**src/rtl/stopwatch_ctrl_pkg.sv**
```systemverilog
// Shared constants and state encoding for the stopwatch controller.
package stopwatch_ctrl_pkg;

  // FSM state encoding, also shown on the state LEDs
  typedef enum logic [2:0] {
    ST_IDLE  = 3'd0,
    ST_RUN   = 3'd1,
    ST_LAP   = 3'd2,
    ST_PAUSE = 3'd3,
    ST_FULL  = 3'd4
  } swState_e;

  // 10 ms debounce window and 100 Hz count rate at a 50 MHz clock
  localparam int unsigned DEB_CYCLES_DEF = 500000;
  localparam int unsigned TICK_DIV_DEF   = 500000;

  // The prescaler only advances while the stopwatch is counting
  function automatic logic isCounting(swState_e s);
    return (s == ST_RUN) || (s == ST_LAP);
  endfunction

endpackage

```
**src/rtl/stopwatch_ctrl_key_debounce.sv**
```systemverilog
// One push button: 2-flop synchronizer, level debouncer and press-edge detector.
// Keys are active-low; a press pulse fires once when the debounced level falls.
module key_debounce
  import stopwatch_ctrl_pkg::*;
#(
  parameter int unsigned DEB_CYCLES = DEB_CYCLES_DEF
) (
  input  logic clk,
  input  logic reset,
  input  logic key_i,
  output logic press_o
);

  localparam int unsigned CW = (DEB_CYCLES > 1) ? $clog2(DEB_CYCLES) : 1;
  localparam logic [CW-1:0] CNT_LAST = CW'(DEB_CYCLES - 1);

  logic          sync1_q;
  logic          sync2_q;
  logic          level_q;
  logic          level_d;
  logic          levelDly_q;
  logic [CW-1:0] debCnt_q;
  logic [CW-1:0] debCnt_d;

  // Bring the raw key into the clock domain; idle level is released (1)
  always_ff @(posedge clk or negedge reset) begin
    if (!reset) begin
      sync1_q <= 1'b1;
      sync2_q <= 1'b1;
    end else begin
      sync1_q <= key_i;
      sync2_q <= sync1_q;
    end
  end

  // Accept a new level only after DEB_CYCLES consecutive differing samples
  always_comb begin
    level_d  = level_q;
    debCnt_d = debCnt_q;
    if (sync2_q == level_q) begin
      debCnt_d = '0;
    end else if (debCnt_q == CNT_LAST) begin
      level_d  = sync2_q;
      debCnt_d = '0;
    end else begin
      debCnt_d = debCnt_q + 1'b1;
    end
  end

  // Debounced level, its one-cycle delayed copy and the run counter
  always_ff @(posedge clk or negedge reset) begin
    if (!reset) begin
      level_q    <= 1'b1;
      levelDly_q <= 1'b1;
      debCnt_q   <= '0;
    end else begin
      level_q    <= level_d;
      levelDly_q <= level_q;
      debCnt_q   <= debCnt_d;
    end
  end

  // Press is the 1->0 transition of the debounced level; release is ignored
  assign press_o = levelDly_q & ~level_q;

endmodule

```
**src/rtl/stopwatch_ctrl.sv**
```systemverilog
// Stopwatch control: two debounced keys, 100 Hz prescaler and the mode FSM
// driving a downstream BCD counter chain and display latch.
module stopwatch_ctrl
  import stopwatch_ctrl_pkg::*;
#(
  parameter int unsigned DEB_CYCLES = DEB_CYCLES_DEF,
  parameter int unsigned TICK_DIV   = TICK_DIV_DEF
) (
  input  logic       clk,
  input  logic       reset,
  input  logic       key_ss,
  input  logic       key_lc,
  input  logic       cnt_max,
  output logic       cnt_enable,
  output logic       cnt_clear,
  output logic       disp_hold,
  output logic [2:0] state_out
);

  localparam int unsigned TW = (TICK_DIV > 1) ? $clog2(TICK_DIV) : 1;
  localparam logic [TW-1:0] TICK_LAST = TW'(TICK_DIV - 1);

  logic          ssPress;
  logic          lcPress;
  logic          lcEff;
  logic          terminal;
  swState_e      state_q;
  swState_e      state_d;
  logic [TW-1:0] tick_q;
  logic [TW-1:0] tick_d;
  logic          cntEnable_q;
  logic          cntEnable_d;
  logic          cntClear_q;
  logic          cntClear_d;

  key_debounce #(.DEB_CYCLES(DEB_CYCLES)) uKeySs (
    .clk     (clk),
    .reset   (reset),
    .key_i   (key_ss),
    .press_o (ssPress)
  );

  key_debounce #(.DEB_CYCLES(DEB_CYCLES)) uKeyLc (
    .clk     (clk),
    .reset   (reset),
    .key_i   (key_lc),
    .press_o (lcPress)
  );

  // A start/stop press in the same cycle swallows the lap/clear press
  assign lcEff    = lcPress & ~ssPress;
  assign terminal = isCounting(state_q) && (tick_q == TICK_LAST);

  // Next state, counter pulses and prescaler advance
  always_comb begin
    state_d     = state_q;
    cntEnable_d = 1'b0;
    cntClear_d  = 1'b0;
    tick_d      = '0;
    case (state_q)
      ST_IDLE: begin
        if (ssPress) state_d = ST_RUN;
      end
      ST_RUN, ST_LAP: begin
        if (ssPress) begin
          state_d = ST_PAUSE;
        end else if (terminal && cnt_max) begin
          state_d = ST_FULL;
        end else begin
          cntEnable_d = terminal;
          if (lcEff) state_d = (state_q == ST_RUN) ? ST_LAP : ST_RUN;
        end
      end
      ST_PAUSE: begin
        if (ssPress) begin
          state_d = ST_RUN;
        end else if (lcEff) begin
          state_d    = ST_IDLE;
          cntClear_d = 1'b1;
        end
      end
      ST_FULL: begin
        if (lcEff) begin
          state_d    = ST_IDLE;
          cntClear_d = 1'b1;
        end
      end
      default: begin
        state_d = ST_IDLE;
      end
    endcase
    if (isCounting(state_q) && isCounting(state_d)) begin
      tick_d = terminal ? '0 : tick_q + 1'b1;
    end
  end

  // State, prescaler and registered counter-chain pulses
  always_ff @(posedge clk or negedge reset) begin
    if (!reset) begin
      state_q     <= ST_IDLE;
      tick_q      <= '0;
      cntEnable_q <= 1'b0;
      cntClear_q  <= 1'b0;
    end else begin
      state_q     <= state_d;
      tick_q      <= tick_d;
      cntEnable_q <= cntEnable_d;
      cntClear_q  <= cntClear_d;
    end
  end

  assign cnt_enable = cntEnable_q;
  assign cnt_clear  = cntClear_q;
  assign disp_hold  = (state_q == ST_LAP);
  assign state_out  = state_q;

endmodule

```
**config.mk**
```make
export PLATFORM = sky130hd
export DESIGN_NAME = stopwatch_ctrl
export DESIGN_NICKNAME = d
export VERILOG_FILES = /design/src/rtl/stopwatch_ctrl_pkg.sv /design/src/rtl/stopwatch_ctrl_key_debounce.sv /design/src/rtl/stopwatch_ctrl.sv
export SDC_FILE = /design/constraint.sdc
export NUM_CORES = 1
export LEC_CHECK = 0
export ABC_AREA = 1
export CELL_PAD_IN_SITES_DETAIL_PLACEMENT = 1
export CELL_PAD_IN_SITES_GLOBAL_PLACEMENT = 1
export CORE_MARGIN = 2
export CORE_UTILIZATION = 45
export DETAILED_ROUTE_END_ITERATION = 10
export PLACE_DENSITY = 0.74
export RECOVER_POWER = 25
export SLEW_MARGIN = 10
export SYNTH_ARGS = -nofsm -noshare
export SYNTH_HDL_FRONTEND = slang
export SYNTH_SLANG_ARGS = --single-unit
export TNS_END_PERCENT = 100
```
**constraint.sdc**
```tcl
create_clock -name clk -period 3.3 [get_ports clk]
set_clock_uncertainty 0.2 [all_clocks]
set_input_delay 0.33 -clock clk [delete_from_list [all_inputs] [get_ports clk]]
set_output_delay 0.33 -clock clk [all_outputs]
set_load 0.02 [all_outputs]
```
# ---- Yosys cells after proc, flatten, opt, wreduce, memory -nomap -nowiden
# Cells that the tools add are included.
dict set report totals {
  output_inout_bits 6
  reg_bits 70
  in_bits 5
}
dict set report classes {
  n_bitwise 8
  reduce_logical 9
  eq_ne 11
  n_addsub 3
  muxes 20
}
# operator n
set op_table {}
lappend op_table {{19-bit 2-to-1 mux} 6}
lappend op_table {{19-bit by 1-bit adder with 19-bit output, second input constant} 3}
lappend op_table {{19-bit equality test, second input constant} 3}
lappend op_table {{3-bit 2-to-1 mux} 6}
lappend op_table {{3-bit case mux with 4 select lines} 1}
lappend op_table {{3-bit by 2-bit equality test with 1-bit output, second input constant} 3}
lappend op_table {{3-bit by 1-bit equality test with 1-bit output, second input constant} 2}
lappend op_table {{1-bit 2-to-1 mux} 5}
lappend op_table {{1-bit NOT} 5}
lappend op_table {{2-bit AND reduction} 2}
lappend op_table {{1-bit AND} 3}
lappend op_table {{3-bit equality test, second input constant} 1}
lappend op_table {{1-bit logical AND} 3}
lappend op_table {{3-bit logical NOT} 1}
lappend op_table {{1-bit equality test} 2}
lappend op_table {{1-bit logical OR} 2}
lappend op_table {{2-bit 2-to-1 mux} 1}
lappend op_table {{1-bit case mux with 2 select lines} 1}
lappend op_table {{2-bit OR reduction} 1}

# ---- Depth between registers and ports, before layout
# Gate-level depths: netlist (run 1).
dict set report depth {
  depth_word 12
  depth_mapped 14
  ltp_nobuf 13
}

# ---- Modules after synthesis
# Synthesis (run 1) repeated with hierarchy kept, for this count alone.
dict set report unflattened {
  cells_unflattened 498
  hier_area_um2 3985.1
}
# mod seq_area_each_um2 cells_per_inst area_each_um2 n_inst
set by_module_without_submodules {}
lappend by_module_without_submodules {key_debounce 580.6 150 1221.2 2}
lappend by_module_without_submodules {stopwatch_ctrl 600.6 198 1542.7 1}

# ---- Worst setup path before layout (run 1)
# Ideal clock, no wire load.
dict set report synth_path {
  path_type {register to register}
  startpoint {register tick_q[0]}
  endpoint {register tick_q[12]}
  setup_ns 0.071
  stages_incl_launch_ff 13
  slack_ns 1.379
  period_less_slack_ns 1.921
  arrival_time_ns 1.650
  required_ns 3.029
  path_buffers 1
  path_cell_list {dfrtp_1 ha_1 nand2_2 nor2_4 nand2_1 nor2_1 nand3_1 a21oi_1 nand2_1 nand2_2 nand2_4 buf_6 nor2_1}
}
dict set report synth_between {
  elab_chain_len 10
  elab_cells_between_ends 13
  cone_classes {add/sub (1); eq/ne (3); mux (5); reduce/logical (4)}
}
# element line
set synth_rtl {}
lappend synth_rtl {{from (decl)} stopwatch_ctrl.sv:29} ;# logic [TW-1:0] tick_q;
lappend synth_rtl {{from (signal assigned)} stopwatch_ctrl.sv:106} ;# tick_q <= tick_d;
lappend synth_rtl {{19-bit equality test (*)} stopwatch_ctrl.sv:52} ;# assign terminal = isCounting(state_q) && (tick_q == TICK_LAST);
lappend synth_rtl {{1-bit logical AND (*)} stopwatch_ctrl.sv:52}
lappend synth_rtl {{1-bit logical AND (*)} stopwatch_ctrl.sv:67} ;# end else if (terminal && cnt_max) begin
lappend synth_rtl {{3-bit 2-to-1 mux (*)} stopwatch_ctrl.sv:67}
lappend synth_rtl {{3-bit 2-to-1 mux (*)} stopwatch_ctrl.sv:65} ;# if (ssPress) begin
lappend synth_rtl {{3-bit case mux with 4 select lines (*)} stopwatch_ctrl.sv:60} ;# case (state_q)
lappend synth_rtl {{net state_d[0]} stopwatch_ctrl.sv:28} ;# swState_e state_d;
lappend synth_rtl {{3-bit by 1-bit equality test with 1-bit output / 3-bit by 2-bit equality test with 1-bit output (equally long branches)} stopwatch_ctrl_pkg.sv:19} ;# return (s == ST_RUN) || (s == ST_LAP);
lappend synth_rtl {{1-bit logical OR (*)} stopwatch_ctrl_pkg.sv:19}
lappend synth_rtl {{1-bit logical AND (*)} stopwatch_ctrl.sv:92} ;# if (isCounting(state_q) && isCounting(state_d)) begin
lappend synth_rtl {{19-bit 2-to-1 mux (*)} stopwatch_ctrl.sv:92}
lappend synth_rtl {{net tick_d[12]} stopwatch_ctrl.sv:30} ;# logic [TW-1:0] tick_d;
# The timed path passes the listed nets; every way through them passes the cells marked *.
# A chain may end at the register's enable or synchronous reset.

# ---- Worst setup path after layout (run 1)
dict set report layout_path {
  startpoint {register uKeySs.debCnt_q[0]}
  endpoint {register uKeySs.debCnt_q[16]}
}
dict set report layout_between {
  elab_chain_len 3
  elab_cells_between_ends 4
  cone_classes {add/sub (1); eq/ne (1); mux (2)}
}
# element line
set layout_rtl {}
lappend layout_rtl {{from (decl)} stopwatch_ctrl_key_debounce.sv:22} ;# logic [CW-1:0] debCnt_q;
lappend layout_rtl {{from (signal assigned)} stopwatch_ctrl_key_debounce.sv:59} ;# debCnt_q <= debCnt_d;
lappend layout_rtl {{19-bit by 1-bit adder with 19-bit output / 19-bit equality test (equally long branches)} {stopwatch_ctrl_key_debounce.sv:46, stopwatch_ctrl_key_debounce.sv:42}}
lappend layout_rtl {{19-bit 2-to-1 mux (*)} stopwatch_ctrl_key_debounce.sv:42} ;# end else if (debCnt_q == CNT_LAST) begin
lappend layout_rtl {{19-bit 2-to-1 mux (*)} stopwatch_ctrl_key_debounce.sv:40} ;# if (sync2_q == level_q) begin
lappend layout_rtl {{net uKeySs.debCnt_d[16]} stopwatch_ctrl_key_debounce.sv:23} ;# logic [CW-1:0] debCnt_d;
# Marked as above.

==> metrics, run 1 <==
status=complete, but fails checks; failing checks=capacitance limit, slew limit; Port-buffer cells=10; Final GP Congestion=0.796; CP max FO=4; diode count=0; vias per cell=5.04; via count=2,815; Int Power=1.19 mW; unrepaired setup endpoints after global routing=false; fmax=0.443 GHz; Synth cell types=26; Area growth syn-to-layout=11.1%; DIE WIDTH=92.8 µm; max incr delay on CP=400 ps; CP bufs+invs=1; Slew HR=-14.4%; period utilization=68.4%; Routed WL=7.73 mm; Comb pwr share=2.9%; endpoints failing hold=0; # rows=32; Worst EP required=3320 ps; Final Non-Filler Cells=559; Resized cells post-CTS=0; clock network power share=40.2%; CTS max path bufs=2; fill cell count=974; Sw Share=22.4%; vias in the first global route=2,979; crit-path most repeated cell=nand3_1; Worst-Skew Late Latency=340 ps; startpoint types=flip-flop; average size of a mapped cell=8.23 µm²; initial antenna violation count=0; peak supply drop=0.000240 V; # Max-Cap Violations=1; Fin Hold WS=160 ps; sequential area share after synthesis=49.6%; DRC viols=0; post-route ant nets=0; layout net count=460; final setup TNS=0 ps; leakage=1.68 nW; Worst Path Arrival=2270 ps; root buf cell=clkbuf_8; post-layout minimum cycle time=2260 ps; GRT Util Overall=19.8%; yosys warns=0; CTS Buf Count=9; cell total after placement=542; Sequential Power Share=56.9%; GRT overflow=0; share of cells above drive strength 1=8.10%; Max Slew Vio Count=71; DIE AREA=8610 µm²; chip height=92.8 µm; DRT Pass-1 Iters=4; setup violators final=0; Post-DP HPWL=5.54 mm; critical path class=reg2reg; Syn Nets=439; clock sinks=70; Synth Register Bits=70; drt wl/cell=13.8 µm; Worst setup EP type=flip-flop; Initial Util=46.2%; Mapped Area=3550 µm²; register clock-pin slew on the reported worst setup and hold paths=60 ps; core area=7690 µm²; CP Cell Sequence=ha_1 -> nand3_1 -> nor2_1 -> inv_1 -> nor2_2 -> nand3_1 -> nor2_2 -> nand3_1 -> o21ai_0 -> a21oi_1; Worst Tran Pin Value=1720 ps; Crit path max-delay family=simple AND/OR/NAND/NOR gates; Crit-path slowest cell=dfrtp_1; Hold Crit Class=reg2reg; largest net degree at the start of global routing=71; Cells after Synth=431; CTS tree=built; htree depth=3; total net switching power=0.344 mW; first-pass GRT wire length=13.6 mm; Ports=11; DR iter-0 viols=74; power per cell area=391 nW/µm²
## power by group through the flow
stage	clock network (mW)	logic (mW)	registers (mW)
after floorplan	0	0.0185	0.890
after global placement	0	0.0461	0.891
after global routing	0.675	0.0540	0.877
after CTS	0.642	0.0483	0.875
after detailed placement	0	0.0471	0.891
final	0.619	0.0448	0.875
## per-stage QoR
stage	cell area, µm²	total power [mW]	worst slack, ps	util (%)
final	3940	1.54	1040	51.3
after global routing	3940	1.61	696	51.3
after CTS	3940	1.56	1020	51.3
after detailed placement	3760	0.938	1050	48.9
after global placement	3760	0.937	1100	48.9
after floorplan	3550	0.909	1380	-
## logic make-up after synthesis
group / after synthesis / synth area share, %
buf+inv: 63 / 6.88
compound gates: 34 / 5.11
xor+xnor: 28 / 6.91
fa+ha+maj: 3 / 1.06
flops: 70 / 49.6
mux: 2 / 0.635
simple gates: 231 / 29.8
## final timing paths
path	startpoint	endpoint	slack (ps)	cells after the start
min reg2reg	uKeyLc.sync1_q$_DFF_PN1_	uKeyLc.sync2_q$_DFF_PN1_	160	0
max in group asynchronous	reset	state_out[0]$_DFF_PN0_	1100	2
min	uKeyLc.sync1_q$_DFF_PN1_	uKeyLc.sync2_q$_DFF_PN1_	160	0
max	uKeySs.debCnt_q[0]$_DFF_PN0_	uKeySs.debCnt_q[16]$_DFF_PN0_	1040	10
max reg2reg	uKeySs.debCnt_q[0]$_DFF_PN0_	uKeySs.debCnt_q[16]$_DFF_PN0_	1040	10
min in group asynchronous	reset	tick_q[4]$_DFF_PN0_	780	2
## metal layers
metal / global-route usage (%) / wire length (µm) / vias to the layer above / part of all wire [%]
met2: 32.2 / 3690 / 15 / 48
met3: 2.77 / 112 / 5 / 1.4
met5: 0 / 0 / - / 0
met1: 26.7 / 3830 / 1370 / 50
li1: - / - / 1425 / -
met4: 8.09 / 94 / 0 / 1.2
## cell usage after synthesis
cell	number	share of area, %
nand2_2	2	0.35
nor2_2	4	0.71
nand3_1	29	4.1
dfstp_2	8	5.9
inv_1	61	6.5
inv_2	1	0.11
nor4_2	2	0.71
nand2_4	1	0.32
nor2_4	2	0.63
xor2_1	22	5.4
nand3_2	1	0.28
nor4_1	6	1.1
nand4_1	19	3.3
xnor2_1	6	1.5
or2_2	3	0.53
buf_6	1	0.32
ha_1	3	1.1
dfrtp_1	62	44
nor3_1	17	2.4
a211oi_1	4	0.85
o21ai_0	5	0.71
nand2_1	78	8.3
nor2_1	67	7.1
a31oi_1	1	0.18
mux2_2	2	0.63
a21oi_1	24	3.4
## registers in the layout (all words and copies together) (netlist names)
name / count
uKeySs.debCnt_q: 19
uKeyLc.sync2_q: 1
uKeySs.sync1_q: 1
uKeySs.levelDly_q: 1
state_out: 3
uKeyLc.debCnt_q: 19
tick_q: 19
uKeySs.sync2_q: 1
cnt_enable: 1
uKeyLc.levelDly_q: 1
uKeyLc.sync1_q: 1
cnt_clear: 1
uKeyLc.level_q: 1
uKeySs.level_q: 1
## repair_timing
item | CTS | global route
hold buffers | 1 | 0
endpoints found under the hold margin | 62 | 0
setup buffers | 0 | 0
## cell usage in the layout, fill, tap and decap left out
cell type	n
clkinv_2	1
clkbuf_1	4
xnor2_1	6
o21ai_0	5
nand2_1	78
nand4_1	19
nor2_1	67
a21oi_1	24
clkbuf_8	11
dlygate4sd3_1	3
nor2_4	2
dfrtp_1	62
a31oi_1	1
nand3_2	1
nor2_2	4
dfstp_2	6
nand2_4	1
a211oi_1	4
mux2_2	2
nor3_1	17
nand2_2	2
ha_1	3
clkbuf_2	1
nand3_1	29
xor2_1	22
nor4_2	2
clkdlybuf4s50_1	7
inv_2	1
nor4_1	6
dfstp_1	2
or2_2	3
inv_1	61
## layout make-up
cell class	count	area, µm²	area share [%]
flip-flops and latches	70	1760	44.7
clock inverters	1	5.00	0.127
clock buffers	15	166	4.22
inverters	62	233	5.90
multi-input cells	298	1540	39.1
repair buffers	11	105	2.67
well taps	102	128	3.24
No activity file was read; power rests on OpenSTA's default activity.
==> inputs of run 2 (changes only) <==
- clock period: 3.3 -> 2.3 ns (I/O delays scaled with it)
==> run 2 against run 1 <==
  * The run still ends with capacitance limit, slew limit left
  * Die area stayed put
  * Clock power is 63% higher
  * Combinational power is 63% higher
  * Critical path depth is 3 higher
  * Maximum frequency is 5.5% higher
  * Final cell count is 1.4% higher
  * Non-clock buffer count is 8 higher
  * Critical path type unchanged
==> metrics, run 2 (synthesis results as in run 1) <==
Worst setup EP type=flip-flop; critical path class=reg2reg; CP max FO=19 (+15); Tot Pwr=2.34 mW (+52%); GRT Util Overall=20.5% (+0.66 points); DRC viols=0 (unchanged); # Max-Cap Violations=1 (unchanged); Comb pwr share=3.1% (+0.2 points); CTS Buf Count=9 (unchanged); largest net degree at the start of global routing=44 (-38%); max incr delay on CP=430 ps (+30 ps); CP Cell Sequence=ha_4 -> nand2_2 -> nor2_4 -> nand2_1 -> nor2_1 -> nand3_1 -> nand2_1 -> nand2_1 -> nand2_1 -> nand2_1 -> nand2_2 -> nand2_8 -> nor2_1; Max Slew Vio Count=28 (-61%); first-pass GRT wire length=14.0 mm (+3.0%); biggest registers after layout=tick_q: 19 flops, uKeyLc.debCnt_q: 19 flops, uKeySs.debCnt_q: 19 flops; DRT Pass-1 Iters=4 (unchanged); area occupied by registers=1760 µm² (about the same); commonest non-fill, non-tap cell in the layout=nand2_1; multi-input logic area=1600 µm² (+3.5%); clock network power share=43.2% (+3.0 points); leakage=1.73 nW (+3.2%); fmax=0.468 GHz (+5.5%); fill cell count=952 (-2.3%); vias per cell=5.16 (+2.4%); Initial Util=46.2% (unchanged); Final GP Congestion=0.825 (+3.5%); total net switching power=0.537 mW (+56%); DIE AREA=8610 µm² (unchanged); CTS max path bufs=2 (unchanged); setup violators final=0 (unchanged); register clock-pin slew on the reported worst setup and hold paths=70 ps (about the same); vias in the first global route=3,097 (+4.0%); root buf cell=clkbuf_8; Port-buffer cells=10 (unchanged); chip height=92.8 µm (unchanged); share of cells above drive strength 1=12.3% (+4.2 points); core area=7690 µm² (unchanged); Worst-Skew Late Latency=340 ps (about the same); DR iter-0 viols=88 (+19%); failing checks=capacitance limit, slew limit; drt wl/cell=14.3 µm (+3.7%); crit-path most repeated cell=nand2_1; diode count=0 (unchanged); post-layout minimum cycle time=2140 ps (-118 ps); Worst EP required=2360 ps (-960 ps); Slew HR=-5.66% (+8.7 points); final setup TNS=0 ps (unchanged); Worst Path Arrival=2200 ps (-70 ps); Crit-path slowest cell=dfrtp_2; via count=2,923 (+3.8%); htree depth=3 (unchanged); period utilization=93.0% (+25 points); Fin Hold WS=156 ps (-4.14 ps); initial antenna violation count=0 (unchanged); endpoints failing hold=0 (unchanged); startpoint types=flip-flop; Post-DP HPWL=5.96 mm (+7.6%); Worst Tran Pin Value=1580 ps (-131 ps); Sequential Power Share=53.7% (-3.2 points); Routed WL=8.13 mm (+5.1%); DIE WIDTH=92.8 µm (unchanged); GRT overflow=0 (unchanged); peak supply drop=0.000368 V (+53%); Sw Share=23.0% (+0.58 points); post-route ant nets=0 (unchanged); status=complete, but fails checks; power per cell area=571 nW/µm² (+46%); Hold Crit Class=reg2reg; Area growth syn-to-layout=15.4%; # rows=32 (unchanged); layout net count=468 (+1.7%); Int Power=1.80 mW (+51%); clock sinks=70 (unchanged); Ports=11 (unchanged); CTS tree=built; most frequent cells in the layout=nand2_1, inv_1, nor2_1, dfrtp_1, nand3_1
run 2: power by group through the flow:
stage                     Clock, mW  Sequential (mW)  Combinational (mW)
after global routing           1.09             1.26              0.0853
after global placement            0             1.28              0.0737
after floorplan                   0             1.28              0.0265
after CTS                      1.04             1.26              0.0772
after detailed placement          0             1.28              0.0747
final                          1.01             1.26              0.0731
run 2: final cells by class:
cell class / instances / share of cell area (%)
clock inverter: 5 / 1.41
multi-input combinational: 298 / 39.0
timing repair buffer: 19 / 4.31
clock buffer: 11 / 3.45
tap: 102 / 3.12
sequential: 70 / 43.0
inverter: 62 / 5.68
run 2: per-layer routing:
metal	up-vias	part of all wire [%]	global-route usage, %	routed length (µm)
li1	1452	-	-	-
met4	0	1.2	6.62	95
met2	22	49	34.8	3970
met1	1442	48	26.4	3910
met3	7	1.8	3.91	150
met5	-	0	0	0
run 2: worst paths after layout:
kind,start,endpoint,slack (ps),cells past startpoint
worst max-delay path,tick_q[0]$_DFF_PN0_,tick_q[0]$_DFF_PN0_,160,13
worst min-delay path,uKeyLc.sync1_q$_DFF_PN1_,uKeyLc.sync2_q$_DFF_PN1_,160,0
worst max register to register,tick_q[0]$_DFF_PN0_,tick_q[0]$_DFF_PN0_,160,13
worst min register to register,uKeyLc.sync1_q$_DFF_PN1_,uKeyLc.sync2_q$_DFF_PN1_,160,0
max in group asynchronous,reset,uKeyLc.sync1_q$_DFF_PN1_,290,3
min in group asynchronous,reset,tick_q[4]$_DFF_PN0_,610,2
run 2: worst max-delay path, delay by kind of cell, from the launching register on:
family / cells / cell delay, ps
DFF: 1 / 430
adders and majority gates: 1 / 180
and+or+nand+nor: 12 / 1240
run 2: per-stage QoR:
| step | instances | util, % | instance area, µm² | worst slack, ps |
|---|---|---|---|---|
| final | 567 | 53.3 | 4100 | 162 |
| after global routing | 567 | 53.3 | 4100 | -7.55 |
| after CTS | 565 | 52.4 | 4030 | 7.10 |
| after detailed placement | 548 | 49.7 | 3820 | 33.9 |
| after global placement | 548 | 49.7 | 3820 | 76.5 |
| after floorplan | 431 | - | 3550 | 379 |
run 2: what timing repair did:
item / in CTS / in global routing
gates resized for setup: 0 / 14
buffers inserted: 0 / 2
hold endpoints to repair: 67 / 0
hold buffers: 1 / 0
setup endpoints to repair: 0 / 25
==> RTL edit (config.mk and constraints of run 1) <==
Make the reset (`reset`) synchronous in 3 clocked blocks.
--- a/src/rtl/stopwatch_ctrl_key_debounce.sv
+++ b/src/rtl/stopwatch_ctrl_key_debounce.sv
@@ -23,7 +23,7 @@
   logic [CW-1:0] debCnt_d;
 
   // Bring the raw key into the clock domain; idle level is released (1)
-  always_ff @(posedge clk or negedge reset) begin
+  always_ff @(posedge clk) begin
     if (!reset) begin
       sync1_q <= 1'b1;
       sync2_q <= 1'b1;
@@ -48,7 +48,7 @@
   end
 
   // Debounced level, its one-cycle delayed copy and the run counter
-  always_ff @(posedge clk or negedge reset) begin
+  always_ff @(posedge clk) begin
     if (!reset) begin
       level_q    <= 1'b1;
       levelDly_q <= 1'b1;
--- a/src/rtl/stopwatch_ctrl.sv
+++ b/src/rtl/stopwatch_ctrl.sv
@@ -95,7 +95,7 @@
   end
 
   // State, prescaler and registered counter-chain pulses
-  always_ff @(posedge clk or negedge reset) begin
+  always_ff @(posedge clk) begin
     if (!reset) begin
       state_q     <= ST_IDLE;
       tick_q      <= '0;
Formal check against the unedited RTL: same outputs for any inputs over 10 cycles, from zero or initial values and one cycle with reset low; that may be too few to reach the edited logic, so the function may still have changed.
==> RTL edit against run 1 <==
- final cell count increased by 10%
- setup slack got worse by 0.027 ns
- design area decreased by 1.3%
- global-route usage increased by 0.64 points
- wire length increased by 3.8%
- sequential cell count unchanged
- synthesized area decreased by 1.9%
- synthesized cell count increased by 14%
- via count increased by 9.6%
Power is not compared: it rests on default switching activity, and its combinational part moved more than twofold at a synthesized area within 25%.
==> RTL edit: results (changes against run 1) <==
Logic synthesis
  • Post-synth ARST share: 0 (was 1.00)
  • Number of distinct library cells after synthesis: 29 (was 26)
  • Synth top area share: 0.403 (was 0.437)
  • Syn nets: 501 (was 439)
  • Commonest cells in the netlist: 108 x nand2_1, 74 x nor2_1, 70 x dfxtp_1, 70 x inv_1, 36 x nand3_1 (was 78 x nand2_1, 67 x nor2_1, 62 x dfrtp_1, 61 x inv_1, 29 x nand3_1)
  • Register area share after synthesis: 0.403 (was 0.496)

Finish
  • Filler cells: 1008 (was 974)
  • Final std cells w/o fill: 616 (was 559)
  • CLK BUF: 11 (was 15)
  • Fin nets: 518 (was 460)
  • Multi-input logic area: 1770 um^2 (was 1540 um^2)
  • Inverters, non-clock: 71 (was 62)
  • Sequential cell area share: 0.360 (was 0.447)

Placed design
  • Cell Area, Placed: 3670 um^2 (was 3760 um^2)
  • Gpl congestion: 0.857 (was 0.796)
  • Pre-CTS setup slack: 0.868 ns (was 1.05 ns)

Global route
  • Global-route wire length before repair: 14000 um (was 13600 um)
  • Met3 GRT Util: 0.0460 (was 0.0277)
  • Pin count of the biggest net entering global routing: 20 (was 71)

Critical path
  • FF-to-FF Start: uKeyLc.debCnt_q[0]$_SDFF_PP0_ (was uKeySs.debCnt_q[0]$_DFF_PN0_)
  • Slowest Stage Delay on Critical Path: 0.58 ns (was 0.40 ns)
  • Crit path max fanout: 18 (was 4)

Routing
  • Met3 wire len: 210 um (was 112 um)
  • Post-DR vias/cell: 5.01 (was 5.04)
  • WL met2: 3860 um (was 3690 um)

Hold path
  • Hold path start: uKeyLc.sync1_q$_SDFF_PN1_ (was uKeyLc.sync1_q$_DFF_PN1_)

Run status
  • Status: finished, final reports clean (was finished with violations)

Clocking
  • Clock latency on the worst-skew pair: 0.36 ns (was 0.34 ns)
==> RTL edit: cell types whose count changed after synthesis, moves of 7 or more <==
cell     change
dfxtp_1     +70
dfrtp_1     -62
nand2_1     +30
inv_1        +9
nor2_2       +9
dfstp_2      -8
nand3_1      +7
nor2_1       +7
==> RTL edit: path summary, 6_finish.rpt <==
path | endpoint | slack, ns | depth (start not counted)
worst max-delay path | uKeyLc.debCnt_q[16]$_SDFF_PP0_ | 1.02 | 8
worst min-delay path | uKeyLc.sync2_q$_SDFF_PN1_ | 0.22 | 1
worst max register to register | uKeyLc.debCnt_q[16]$_SDFF_PP0_ | 1.02 | 8
worst min register to register | uKeyLc.sync2_q$_SDFF_PN1_ | 0.22 | 1
==> RTL edit: worst register-to-register path, stage by stage (launching register included) <==
cell and delay [ns]:
dfxtp_1 0.41, ha_1 0.28, nand3_1 0.20, inv_1 0.12, nand3_1 0.11, nand3_1 0.58
inv_1 0.15, nand2_1 0.10, inv_1 0.04
